`src/rtl/cache_pkg.sv`:
```
// Shared definitions for the cache tag controller: state encoding, address
// field widths and tag-entry bit positions.
package cache_pkg;

  typedef enum logic [2:0] {
    ST_INIT      = 3'd0,
    ST_IDLE      = 3'd1,
    ST_WB_REQ    = 3'd2,
    ST_WB_WAIT   = 3'd3,
    ST_FILL_REQ  = 3'd4,
    ST_FILL_WAIT = 3'd5,
    ST_UPDATE    = 3'd6
  } state_e;

  localparam int BYTE_OFFSET_BITWIDTH = 2;
  localparam int MISS_COUNT_BITWIDTH  = 16;
  localparam logic [MISS_COUNT_BITWIDTH-1:0] MISS_COUNT_MAX = 16'hFFFF;

  function automatic int tag_bitwidth(input int addr_w, input int line_w, input int col_w);
    return addr_w - line_w - col_w - BYTE_OFFSET_BITWIDTH;
  endfunction

  function automatic int line_lsb(input int col_w);
    return BYTE_OFFSET_BITWIDTH + col_w;
  endfunction

  function automatic int tag_lsb(input int col_w, input int line_w);
    return BYTE_OFFSET_BITWIDTH + col_w + line_w;
  endfunction

  // Entry layout: {valid, dirty, tag}
  function automatic int entry_valid_pos(input int tag_w);
    return tag_w + 1;
  endfunction

  function automatic int entry_dirty_pos(input int tag_w);
    return tag_w;
  endfunction

endpackage

```
`src/rtl/cache_tag_ctrl.sv`:
```
// Direct-mapped cache tag controller: tag-RAM init sweep, zero-latency hit
// detection, and writeback/fill sequencing toward the memory side.
module cache_tag_ctrl
  import cache_pkg::*;
#(
  parameter int ADDRESS_BITWIDTH   = 32,
  parameter int LINE_IX_BITWIDTH   = 8,
  parameter int COLUMN_IX_BITWIDTH = 3,
  localparam int TAG_BITWIDTH = tag_bitwidth(ADDRESS_BITWIDTH, LINE_IX_BITWIDTH, COLUMN_IX_BITWIDTH)
) (
  input  logic                                     clk,
  input  logic                                     rst_n,
  input  logic                                     cpu_valid,
  input  logic                                     cpu_write,
  input  logic [ADDRESS_BITWIDTH-1:0]              cpu_address,
  output logic                                     cpu_ready,
  output logic [LINE_IX_BITWIDTH-1:0]              tag_address,
  input  logic [TAG_BITWIDTH+1:0]                  tag_data_in,
  output logic [TAG_BITWIDTH+1:0]                  tag_data_out,
  output logic                                     tag_write_enable,
  output logic                                     mem_cmd_valid,
  output logic                                     mem_cmd_write,
  output logic [TAG_BITWIDTH+LINE_IX_BITWIDTH-1:0] mem_cmd_line_address,
  input  logic                                     mem_cmd_ready,
  input  logic                                     mem_done,
  output logic                                     busy,
  output logic [MISS_COUNT_BITWIDTH-1:0]           miss_count
);

  localparam int VALID_POS = entry_valid_pos(TAG_BITWIDTH);
  localparam int DIRTY_POS = entry_dirty_pos(TAG_BITWIDTH);
  localparam int LINE_LSB  = line_lsb(COLUMN_IX_BITWIDTH);
  localparam int TAG_LSB   = tag_lsb(COLUMN_IX_BITWIDTH, LINE_IX_BITWIDTH);
  localparam logic [LINE_IX_BITWIDTH-1:0] LAST_LINE = '1;
  localparam logic [LINE_IX_BITWIDTH-1:0] LINE_ONE  = {{(LINE_IX_BITWIDTH-1){1'b0}}, 1'b1};
  localparam logic [MISS_COUNT_BITWIDTH-1:0] MISS_ONE = 16'd1;

  state_e                          state_r;
  state_e                          state_s;
  logic [LINE_IX_BITWIDTH-1:0]     init_line_r;
  logic [LINE_IX_BITWIDTH-1:0]     req_line_r;
  logic [TAG_BITWIDTH-1:0]         req_tag_r;
  logic [TAG_BITWIDTH-1:0]         victim_tag_r;
  logic [MISS_COUNT_BITWIDTH-1:0]  miss_count_r;

  logic [LINE_IX_BITWIDTH-1:0]     req_line_s;
  logic [TAG_BITWIDTH-1:0]         req_tag_s;
  logic [TAG_BITWIDTH-1:0]         entry_tag_s;
  logic                            entry_valid_s;
  logic                            entry_dirty_s;
  logic                            hit_s;
  logic                            miss_s;
  logic                            unused_addr_bits_s;

  assign req_line_s         = cpu_address[LINE_LSB +: LINE_IX_BITWIDTH];
  assign req_tag_s          = cpu_address[TAG_LSB +: TAG_BITWIDTH];
  assign entry_tag_s        = tag_data_in[TAG_BITWIDTH-1:0];
  assign entry_valid_s      = tag_data_in[VALID_POS];
  assign entry_dirty_s      = tag_data_in[DIRTY_POS];
  assign hit_s              = entry_valid_s && (entry_tag_s == req_tag_s);
  assign unused_addr_bits_s = ^cpu_address[LINE_LSB-1:0];
  assign miss_count         = miss_count_r;

  // Next-state and output decode; hits complete combinationally in IDLE
  always_comb begin
    state_s              = state_r;
    cpu_ready            = 1'b0;
    busy                 = (state_r != ST_IDLE);
    tag_address          = req_line_r;
    tag_data_out         = '0;
    tag_write_enable     = 1'b0;
    mem_cmd_valid        = 1'b0;
    mem_cmd_write        = 1'b0;
    mem_cmd_line_address = '0;
    miss_s               = 1'b0;
    case (state_r)
      ST_INIT: begin
        tag_address      = init_line_r;
        // reset is asynchronous, so the sweep write must not leak while it is held
        tag_write_enable = rst_n;
        if (init_line_r == LAST_LINE) begin
          state_s = ST_IDLE;
        end else begin
          state_s = ST_INIT;
        end
      end
      ST_IDLE: begin
        tag_address = req_line_s;
        if (cpu_valid) begin
          if (hit_s) begin
            cpu_ready = 1'b1;
            if (cpu_write && !entry_dirty_s) begin
              tag_write_enable = 1'b1;
              tag_data_out     = {1'b1, 1'b1, req_tag_s};
            end else begin
              tag_write_enable = 1'b0;
            end
          end else begin
            miss_s = 1'b1;
            if (entry_valid_s && entry_dirty_s) begin
              state_s = ST_WB_REQ;
            end else begin
              state_s = ST_FILL_REQ;
            end
          end
        end else begin
          state_s = ST_IDLE;
        end
      end
      ST_WB_REQ: begin
        mem_cmd_valid        = 1'b1;
        mem_cmd_write        = 1'b1;
        mem_cmd_line_address = {victim_tag_r, req_line_r};
        if (mem_cmd_ready) begin
          state_s = ST_WB_WAIT;
        end else begin
          state_s = ST_WB_REQ;
        end
      end
      ST_WB_WAIT: begin
        if (mem_done) begin
          state_s = ST_FILL_REQ;
        end else begin
          state_s = ST_WB_WAIT;
        end
      end
      ST_FILL_REQ: begin
        mem_cmd_valid        = 1'b1;
        mem_cmd_line_address = {req_tag_r, req_line_r};
        if (mem_cmd_ready) begin
          state_s = ST_FILL_WAIT;
        end else begin
          state_s = ST_FILL_REQ;
        end
      end
      ST_FILL_WAIT: begin
        if (mem_done) begin
          state_s = ST_UPDATE;
        end else begin
          state_s = ST_FILL_WAIT;
        end
      end
      ST_UPDATE: begin
        tag_write_enable = 1'b1;
        tag_data_out     = {1'b1, 1'b0, req_tag_r};
        state_s          = ST_IDLE;
      end
      default: begin
        state_s = ST_INIT;
      end
    endcase
  end

  // State register
  always_ff @(posedge clk or negedge rst_n) begin
    if (!rst_n) begin
      state_r <= ST_INIT;
    end else begin
      state_r <= state_s;
    end
  end

  // Init sweep line counter; wraps back to zero as the sweep finishes
  always_ff @(posedge clk or negedge rst_n) begin
    if (!rst_n) begin
      init_line_r <= '0;
    end else if (state_r == ST_INIT) begin
      init_line_r <= init_line_r + LINE_ONE;
    end else begin
      init_line_r <= init_line_r;
    end
  end

  // Capture request and victim on a miss so the sequence survives cpu_valid dropping
  always_ff @(posedge clk or negedge rst_n) begin
    if (!rst_n) begin
      req_line_r   <= '0;
      req_tag_r    <= '0;
      victim_tag_r <= '0;
    end else if (miss_s) begin
      req_line_r   <= req_line_s;
      req_tag_r    <= req_tag_s;
      victim_tag_r <= entry_tag_s;
    end else begin
      req_line_r   <= req_line_r;
      req_tag_r    <= req_tag_r;
      victim_tag_r <= victim_tag_r;
    end
  end

  // Saturating miss counter
  always_ff @(posedge clk or negedge rst_n) begin
    if (!rst_n) begin
      miss_count_r <= '0;
    end else if (miss_s && (miss_count_r != MISS_COUNT_MAX)) begin
      miss_count_r <= miss_count_r + MISS_ONE;
    end else begin
      miss_count_r <= miss_count_r;
    end
  end

endmodule

```
`config.mk`:
```
export PLATFORM = sky130hd
export DESIGN_NAME = cache_tag_ctrl
export DESIGN_NICKNAME = d
export VERILOG_FILES = /design/src/rtl/cache_pkg.sv /design/src/rtl/cache_tag_ctrl.sv
export SDC_FILE = /design/constraint.sdc
export NUM_CORES = 1
export LEC_CHECK = 0
export CAP_MARGIN = 5
export CORE_AREA = 2 2 95 97
export CTS_BUF_LIST = sky130_fd_sc_hd__clkbuf_8
export DETAILED_ROUTE_END_ITERATION = 7
export DIE_AREA = 0 0 97 99
export PLACE_DENSITY = 0.81
export SLEW_MARGIN = 20
export SYNTH_ARGS = -nofsm -noshare
export SYNTH_HDL_FRONTEND = slang
export SYNTH_SLANG_ARGS = --single-unit
export TNS_END_PERCENT = 10
```
`constraint.sdc`:
```
create_clock -name clk -period 3.24 [get_ports clk]
set_clock_uncertainty 0.15 [all_clocks]
set_input_delay 0.648 -clock clk [delete_from_list [all_inputs] [get_ports clk]]
set_output_delay 0.648 -clock clk [all_outputs]
set_load 0.01 [all_outputs]
```
**Word level (Yosys, flattened, before mapping)**

Index checks and enable logic that the tools add are counted.

- Add/sub/neg operators: 2
- $mul: 0
- Divide/modulo/power cells: 0
- Magnitude comparators: 0
- Eq/ne operators: 11
- Shift operators: 0
- Multiplexer cells: 27
- Bitwise gates (word level): 0
- Reduce and logical (&&, ||, !) cells: 7

Operators by type and width:

| kind | count |
|---|---|
| 21-bit two-way mux | 3 |
| 27-bit one-hot mux with 2 select lines | 1 |
| 21-bit one-hot mux with 2 select lines | 1 |
| 3-bit one-hot mux with 7 select lines | 1 |
| 19-bit == test | 1 |
| 16-bit by 1-bit adder with 16-bit output (second input constant) | 1 |
| 16-bit inequality test (second input constant) | 1 |
| 8-bit one-hot mux with 2 select lines | 1 |
| 1-bit two-way mux | 14 |
| 3-bit two-way mux | 4 |
| 3-bit == test (second input constant) | 3 |
| 8-bit by 1-bit adder with 8-bit output (second input constant) | 1 |
| 8-bit == test (second input constant) | 1 |
| 3-bit by 2-bit == test with 1-bit output (second input constant) | 2 |
| 1-bit logical AND | 4 |
| 3-bit by 1-bit == test with 1-bit output (second input constant) | 1 |
| 3-bit zero test | 1 |
| 3-bit by 1-bit inequality test with 1-bit output (second input constant) | 1 |
| 3-bit inequality test (second input constant) | 1 |
| 1-bit one-hot mux with 3 select lines | 1 |
| 2-bit two-way mux | 1 |
| 2-bit OR reduction | 1 |
| 1-bit zero test | 1 |

- Bits in registers: 73
- Bits in latches: 0
- RAM bits: 0
- Memory bits (read-only): 0
- Output and inout bits: 77
- Word-level logic and storage cells: 53
- Memories kept: 0

**Longest topological paths before layout**

- Depth in word-level cells: 6
- Depth in mapped cells: 7
- Mapped depth without buffers: 6

**Least setup slack after synthesis**

No wires, ideal clock.

- Path type: input-to-output
- From: input port tag_data_in[12]
- To: output port tag_data_out[11]
- Arrival: 2,007 ps
- Data required time: 2,442 ps
- Slack: 435 ps
- Stages: 7
- Path buffers: 1
- Cells stage by stage: xor2_1 nor4_1 and3_2 nand2_2 nor4_4 buf_6 a22o_1

- Word-level cells in the longest chain between the ends: 5

RTL lines:

| what | RTL line | text |
|---|---|---|
| start: declaration | cache_tag_ctrl.sv:18 | `input logic [TAG_BITWIDTH+1:0] tag_data_in,` |
| 19-bit == test | cache_tag_ctrl.sv:60 | `assign hit_s = entry_valid_s && (entry_tag_s == req_tag_s);` |
| 1-bit logical AND | cache_tag_ctrl.sv:60 |  |
| 21-bit two-way mux | cache_tag_ctrl.sv:90 | `if (hit_s) begin` |
| 21-bit two-way mux | cache_tag_ctrl.sv:89 | `if (cpu_valid) begin` |
| 21-bit one-hot mux with 2 select lines | cache_tag_ctrl.sv:76 | `case (state_r)` |
| end: declaration | cache_tag_ctrl.sv:19 | `output logic [TAG_BITWIDTH+1:0] tag_data_out,` |

No other way between the ends.

**Worst setup path after layout**

- From: input port cpu_address[21]
- To: output port tag_data_out[3]

- Word-level cells in the longest chain between the ends: 5

RTL lines:

| what | RTL line | text |
|---|---|---|
| start: declaration | cache_tag_ctrl.sv:15 | `input logic [ADDRESS_BITWIDTH-1:0] cpu_address,` |
| 19-bit == test | cache_tag_ctrl.sv:60 |  |
| 1-bit logical AND | cache_tag_ctrl.sv:60 |  |
| 21-bit two-way mux | cache_tag_ctrl.sv:90 |  |
| 21-bit two-way mux | cache_tag_ctrl.sv:89 |  |
| 21-bit one-hot mux with 2 select lines | cache_tag_ctrl.sv:76 |  |

No other way between the ends.

==> impl_metrics.yaml <==
status:
  status: "finished with violations"
  violations: "setup timing"
logic_synthesis:
  synth_area_leader_cell: "dfrtp_1"
  synth_cell_types: 47
  yosys_warnings: 0
  synth_area_mm2: 0.00396
  async_flop_share: 1.00
  syn_avg_cell_area_um2: 11.7
  ys.flop_type: "dfrtp_1"
  synth_edf_count: 0
  synthTopCellsByArea: "dfrtp_1 (46%), mux2_2 (13%), a22o_1 (8.4%)"
  syn_nets: 398
  synth_top_area_share: 0.462
  ys_seq_elements: 73
  ys_seq_area_frac: 0.462
  syn_inst: 337
clocking:
  tritoncts: "yes"
  cts_made_buffers: 9
  htreeDepth: 3
  clock_sinks: 73
  cts_buffer_depth: 2
  cts_root_buf: "clkbuf_8"
  cts_hold_buf: 0
  clk_latency_ns: 0.35
  path_clk_slew_ns: 0.08
setup_path:
  worstPathMaxFanout: 3
  cp.required_ns: 2.44
  reg2reg_depth: 5
  r2r-start: "miss_count[7]"
  worstPathArrival_ns: 2.57
  end_kind: "primary output"
  worstSetupPathType: "input port to primary output"
  r2r_slack_ns: 1.14
  startpoint_type: "input port"
  rr_endpoint: "miss_count[1]"
place:
  dp_hpwl_um: 7810
  placed_cell_area_mm2: 0.00563
  io_buffers: 130
  place_inst: 597
  place_ws_ns: -0.669
  place_congestion: 0.780
global_routing:
  grt_pass1_wl_um: 18600
  grt_pass1_vias: 3694
  gr-total-overflow: 0
  grt_start_max_net_pins: 74
  antenna_found_initial: 0
  grt_usage: 0.244
routing:
  routed_wl_um: 12000
  postRouteAntennaNets: 0
  drtPass1Iterations: 4
  viasPerCell: 5.58
  wl_per_cell_um: 19.0
  first_iter_violations: 133
  num_vias: 3529
  drc_errors: 0
timing:
  tightest_slew_ns: 0.944
  slew_viol_final: 0
  relSlewSlack: 0.371
  hold_ws_ns: 0.346
  tns_ns: -1.72
  finalHoldViolations: 0
  fmax_mhz: 297
  period_minus_slack_ns: 3.37
  rsz0062_at_grt: "yes"
  setup_ws_ns: -0.129
  setup_viol: 21
  post-route-period-util: 1.04
floorplanning:
  dieArea_mm2: 0.00960
  floorplan.initialDensity: 0.463
  fp.coreArea_mm2: 0.00855
  die_x_um: 97
  rows: 34
  die_h_um: 99
  io_pins: 136
pwr:
  cellLeakagePower_nw: 2.69
  power.total_mw: 4.35
  peakVddDrop_v: 0.000386
  power_density_mw_per_mm2: 722
flow_run:
  cap_violations: 0
min_path:
  min_path_cells: 1
  min_path_type: "flip-flop to flip-flop"
  hold_end: "miss_count[10]"
  worstHoldStart: "miss_count[10]"
cells_and_area:
  syn_to_final_growth_pct: 52.3
  drive_gt1_frac: 0.392
  nFillCells: 592
  fin_util: 0.704
  layout_commonest_cell: "dfrtp_1"
  nNetsFinal: 582
  fin_cells: 633
  design_area_mm2: 0.00602
  mostFrequentLayoutCells: "dfrtp_1 (73), clkdlybuf4s50_1 (68), buf_4 (56)"
  antenna_cells: 0
==> synthesized netlist by cell type, types with 2 or more instances <==
cell	n
a21oi_1	8
a22o_1	38
and3_1	7
and4_1	2
buf_1	2
buf_2	3
buf_4	4
buf_6	3
clkbuf_1	7
dfrtp_1	73
ha_1	2
inv_1	3
mux2_1	4
mux2_2	46
mux2i_1	8
nand2_1	10
nand3_1	11
nand4_1	13
nor2_1	14
nor2b_1	8
nor4_1	5
nor4b_1	2
o21ai_0	2
xnor2_1	25
xor2_1	15
==> layer usage <==
layer | GRT usage | share of wire
met1 | 0.287 | 0.40
met2 | 0.412 | 0.49
met3 | 0.0766 | 0.081
met4 | 0.111 | 0.027
met5 | 0 | 0
==> timing repair <==
| item | in CTS | in global routing |
|---|---|---|
| gates resized for setup | 208 | 56 |
| setup endpoints to repair | 29 | 23 |
| setup buffers | 15 | 5 |
| gates cloned | 2 | 0 |
| pin swaps | 31 | 31 |
==> cell type report <==
cell class	count	area [um2]	area share
inverter	3	11.3	0.00187
sequential	73	1830	0.303
multi-input combinational	242	2230	0.371
timing repair buffer	192	1650	0.275
clock inverter	5	23.8	0.00395
tap	108	135	0.0224
clock buffer	10	138	0.0229
==> sequential cells by signal, indices dropped and copies added, names as in the netlist <==
signal        flops
req_line_r        8
state_r           3
req_tag_r        19
victim_tag_r     19
init_line_r       8
miss_count       16
==> worst max-delay path, stage by stage <==
cell and delay (ns):
dlygate4sd2_1 0.29, xnor2_2 0.22, nand4_1 0.14, nor2_2 0.21
nand2_4 0.09, nor4_4 0.21, buf_4 0.19, clkbuf_16 0.14
buf_6 0.09, buf_6 0.09, a22o_1 0.13, buf_2 0.12
==> cell families (layout without fill, tap and decap cells) <==
group,after synthesis,in the layout,synth area share
flip-flops,73,73,0.462
XOR/XNOR,40,40,0.0886
buffers and inverters,22,210,0.0313
AO/OA/AOI/OAI,55,55,0.113
AND/OR/NAND/NOR,86,86,0.134
multiplexers,58,58,0.163
adder cells (fa/ha/maj),3,3,0.00886
==> worst max path at each step <==
stage	cells after the start	start	slack (ns)	to
after floorplan	7	tag_data_in[12]	0.44	tag_data_out[11]
after global placement	9	tag_data_in[12]	-0.65	tag_data_out[2]
after detailed placement	9	tag_data_in[4]	-0.67	tag_data_out[16]
after CTS	11	cpu_address[18]	-0.03	tag_data_out[3]
after global routing	12	cpu_address[21]	-0.18	tag_data_out[5]
final	12	cpu_address[21]	-0.13	tag_data_out[3]
==> power breakdown <==
group	leakage (nW)	switching [mW]	total, mW	internal (mW)
clock	0.0929	0.342	0.628	0.287
sequential	0.899	0.343	1.64	1.29
combinational	1.70	0.881	2.08	1.20
(Power assumes the default switching activity.)
==> patch 1 (same settings) <==
Reset style: synchronous (`rst_n`), changed in 4 clocked blocks. Comments in the files are not updated.
--- a/src/rtl/cache_tag_ctrl.sv
+++ b/src/rtl/cache_tag_ctrl.sv
@@ -152,7 +152,7 @@
   end
 
   // State register
-  always_ff @(posedge clk or negedge rst_n) begin
+  always_ff @(posedge clk) begin
     if (!rst_n) begin
       state_r <= ST_INIT;
     end else begin
@@ -161,7 +161,7 @@
   end
 
   // Init sweep line counter; wraps back to zero as the sweep finishes
-  always_ff @(posedge clk or negedge rst_n) begin
+  always_ff @(posedge clk) begin
     if (!rst_n) begin
       init_line_r <= '0;
     end else if (state_r == ST_INIT) begin
@@ -172,7 +172,7 @@
   end
 
   // Capture request and victim on a miss so the sequence survives cpu_valid dropping
-  always_ff @(posedge clk or negedge rst_n) begin
+  always_ff @(posedge clk) begin
     if (!rst_n) begin
       req_line_r   <= '0;
       req_tag_r    <= '0;
@@ -189,7 +189,7 @@
   end
 
   // Saturating miss counter
-  always_ff @(posedge clk or negedge rst_n) begin
+  always_ff @(posedge clk) begin
     if (!rst_n) begin
       miss_count_r <= '0;
     end else if (miss_s && (miss_count_r != MISS_COUNT_MAX)) begin
Function: differs if rst_n is asserted again (counterexample within 4 cycles, from zero or initial values and one cycle with rst_n low); with rst_n held inactive, the same outputs for 10 cycles.
==> patch 1 against the original RTL <==
- sequential cell count did not move
- routed wire length grew 16%
- the flow still finishes with violations (negative setup slack)
- synthesized area rose by 1.8%
- worst setup slack improved by 0.025 ns
- die area did not move
- design area rose by 2.5%
- hold slack got worse by 0.032 ns
Power is not compared: it rests on default switching activity, and its combinational part moved more than twofold at a synthesized area within 25%.
==> patch 1: results (changes against the original RTL) <==
| Metric | Value |
|---|---|
| Status | finished with violations (unchanged) |
| Failing checks | negative setup slack (unchanged) |
| GP Congestion | 0.828 (was 0.780) |
| FF-to-FF End | miss_count[2] (was miss_count[1]) |
| First-pass GRT wire length | 22000 µm (was 18600 µm) |
| Largest stage delay, worst path | 0.24 ns (was 0.29 ns) |
| WL/cell | 17.7 µm (was 19.0 µm) |
| DR pass1 iterations | 5 (was 4) |
| HP Start | victim_tag_r[12] (was miss_count[10]) |
| Initial DRC count | 329 (was 133) |
| R2R Setup Slk | 0.99 ns (was 1.14 ns) |
| Dpl cells | 748 (was 597) |
| Final setup viols | 12 (was 21) |
| Crit path to | tag_data_out[4] (was tag_data_out[3]) |
| Setup slack after layout | -0.103 ns (was -0.129 ns) |
| Post-Route Setup TNS | -0.634 ns (was -1.72 ns) |
| Placed Area | 5670 µm² (was 5630 µm²) |
| CP startpoint | cpu_address[13] (was cpu_address[21]) |
| Mapped Nets | 565 (was 398) |
| Largest net degree at the start of global routing | 108 (was 74) |
| Placement Setup Slack | -0.711 ns (was -0.669 ns) |
| CP max stage cell | clkdlybuf4s15_1 (was dlygate4sd2_1) |
| Post-CTS sizing | 212 (was 208) |
| Async set-reset flop share out of synthesis | 0 (was 1.00) |
| Slew headroom | 0.297 (was 0.371) |
| Most frequent cells after synthesis | 74 x nand2_1, 73 x dfxtp_1, 58 x o21ai_0 (was 73 x dfrtp_1, 46 x mux2_2, 38 x a22o_1) |
| Setup bufs post-CTS | 19 (was 15) |
| Routed via count | 4662 (was 3529) |
| Top_reg_cell synth | dfxtp_1 (was dfrtp_1) |
| Synthesized area per cell | 7.99 µm² (was 11.7 µm²) |
[patch 1: final cells by class]
class,instances,area (µm²)
Multi-Input combinational cell,384,2550
Clock inverter,6,115
Clock buffer,10,138
Timing Repair Buffer,204,1750
Tap cell,108,135
Fill cell,626,2380
Sequential cell,73,1460
Inverter,6,22.5
[patch 1: cell families after synthesis]
logic type | after synthesis | share of synthesized area
compound gates | 131 | 0.213
xor+xnor | 26 | 0.0566
buf+inv | 47 | 0.0513
fa+ha+maj | 3 | 0.00870
mux | 13 | 0.0326
flops | 73 | 0.363
simple gates | 211 | 0.275
[patch 1: report_power, final]
part	switching [mW]	leakage, nW	internal, mW
Combinational	0.117	1.61	0.136
Sequential	0.00418	0.588	0.900
Clock	0.362	0.123	0.535
[patch 1: per-layer routing]
metal,vias to the layer above,track usage,routed length (µm)
met4,0,0.104,351
met2,220,0.476,6860
met1,2240,0.350,5660
met3,33,0.0645,1100
met5,-,0,0
li1,2169,-,-
==> patch 2 (same settings) <==
Made on the original files. Change the parameter `LINE_IX_BITWIDTH` from 8 to 9.
--- a/src/rtl/cache_tag_ctrl.sv
+++ b/src/rtl/cache_tag_ctrl.sv
@@ -4,7 +4,7 @@
   import cache_pkg::*;
 #(
   parameter int ADDRESS_BITWIDTH   = 32,
-  parameter int LINE_IX_BITWIDTH   = 8,
+  parameter int LINE_IX_BITWIDTH   = 9,
   parameter int COLUMN_IX_BITWIDTH = 3,
   localparam int TAG_BITWIDTH = tag_bitwidth(ADDRESS_BITWIDTH, LINE_IX_BITWIDTH, COLUMN_IX_BITWIDTH)
 ) (
Ports: changed (resized tag_address, tag_data_in and tag_data_out); port bits go from 136 to 135. No check against the original RTL was run, so the function may have changed too.
==> patch 2 against the original RTL <==
- critical path depth fell by 2
- design area fell by 3.4%
- cell count fell by 3.0%
- via count fell by 5.6%
- synthesized cell count rose by 2.7%
- synthesized area did not move
- total power rose by 6.4%
- worst setup slack improved by 0.17 ns
- sequential cell count did not move
- routed wire length fell by 13%
- sequential share of layout area rose by 1.1 points
- largest power group unchanged
==> patch 2: results (changes against the original RTL) <==
| Metric | Value |
|---|---|
| Mapped Nets | 407 (was 398) |
| Synth Area in Compound Gates | 0.110 (was 0.113) |
| Post-CTS sizing | 87 (was 208) |
| Synth Area in XOR/XNOR | 0.0842 (was 0.0886) |
| Placed Area | 5570 µm² (was 5630 µm²) |
| Multiplexer share of the synthesized area | 0.168 (was 0.163) |
| Clk power | 0.763 mW (was 0.628 mW) |
| R2R Setup Slk | 1.03 ns (was 1.14 ns) |
| Placement Setup Slack | -0.483 ns (was -0.669 ns) |
| Most frequent cells after synthesis | 73 x dfrtp_1, 51 x mux2_2, 36 x a22o_1 (was 73 x dfrtp_1, 46 x mux2_2, 38 x a22o_1) |
| ANT cells | 1 (was 0) |
| Critical Path AT | 2.40 ns (was 2.57 ns) |
| Hold path endpoint | miss_count[9] (was miss_count[10]) |
| Fraction of area in registers | 0.314 (was 0.303) |
| Worst Max-Slew Pin Slew | 0.941 ns (was 0.944 ns) |
| Status | complete, no violations (was finished with violations) |
| Cell Int Power | 3.00 mW (was 2.78 mW) |
| Layout cells sized above 1 | 0.279 (was 0.392) |
| Synthesized-area fraction occupied by adder cells | 0.00949 (was 0.00886) |
| #MultiIn Comb | 250 (was 242) |
| Synthesized area per cell | 11.4 µm² (was 11.7 µm²) |
| Number of global-route vias before repair | 3437 (was 3694) |
| WL/cell | 17.1 µm (was 19.0 µm) |
| Worst hold slack | 0.344 ns (was 0.346 ns) |
| Setup bufs post-CTS | 2 (was 15) |
| Bufs w/o clock | 163 (was 192) |
| Combinational share of power | 0.490 (was 0.479) |
| Clock network share of area | 0.0370 (was 0.0268) |
| HP Start | miss_count[9] (was miss_count[10]) |
| Dpl cells | 593 (was 597) |
| P_comb | 2.27 mW (was 2.08 mW) |
| Multi-input gate area in the final layout | 2100 µm² (was 2230 µm²) |
## patch 2: changes by cell type after synthesis, moves of 5 or more
| cell | before | now |
|---|---|---|
| nand2_1 | 10 | 25 |
| xor2_1 | 15 | 4 |
| xnor2_1 | 25 | 34 |
| o21ai_0 | 2 | 9 |
| a21oi_1 | 8 | 2 |
| buf_2 | 3 | 9 |
| mux2_2 | 46 | 51 |
| nand3_1 | 11 | 6 |
| nor4_1 | 5 | 0 |
## patch 2: worst max path at each step
stage,from,to,cells past startpoint
floorplan,tag_data_in[12],tag_data_out[0],7
global placement,tag_data_in[14],tag_data_out[9],9
detailed placement,tag_data_in[14],tag_data_out[8],9
CTS,tag_data_in[13],tag_data_out[7],9
global route,cpu_address[16],tag_data_out[10],10
finish,cpu_address[26],tag_data_out[10],10
## patch 2: per-layer routing
layer	track usage	wire [µm]	vias to the layer above
met4	0.0834	217	0
met2	0.377	5220	108
li1	-	-	1564
met5	0	0	-
met3	0.0723	831	17
met1	0.259	4230	1642
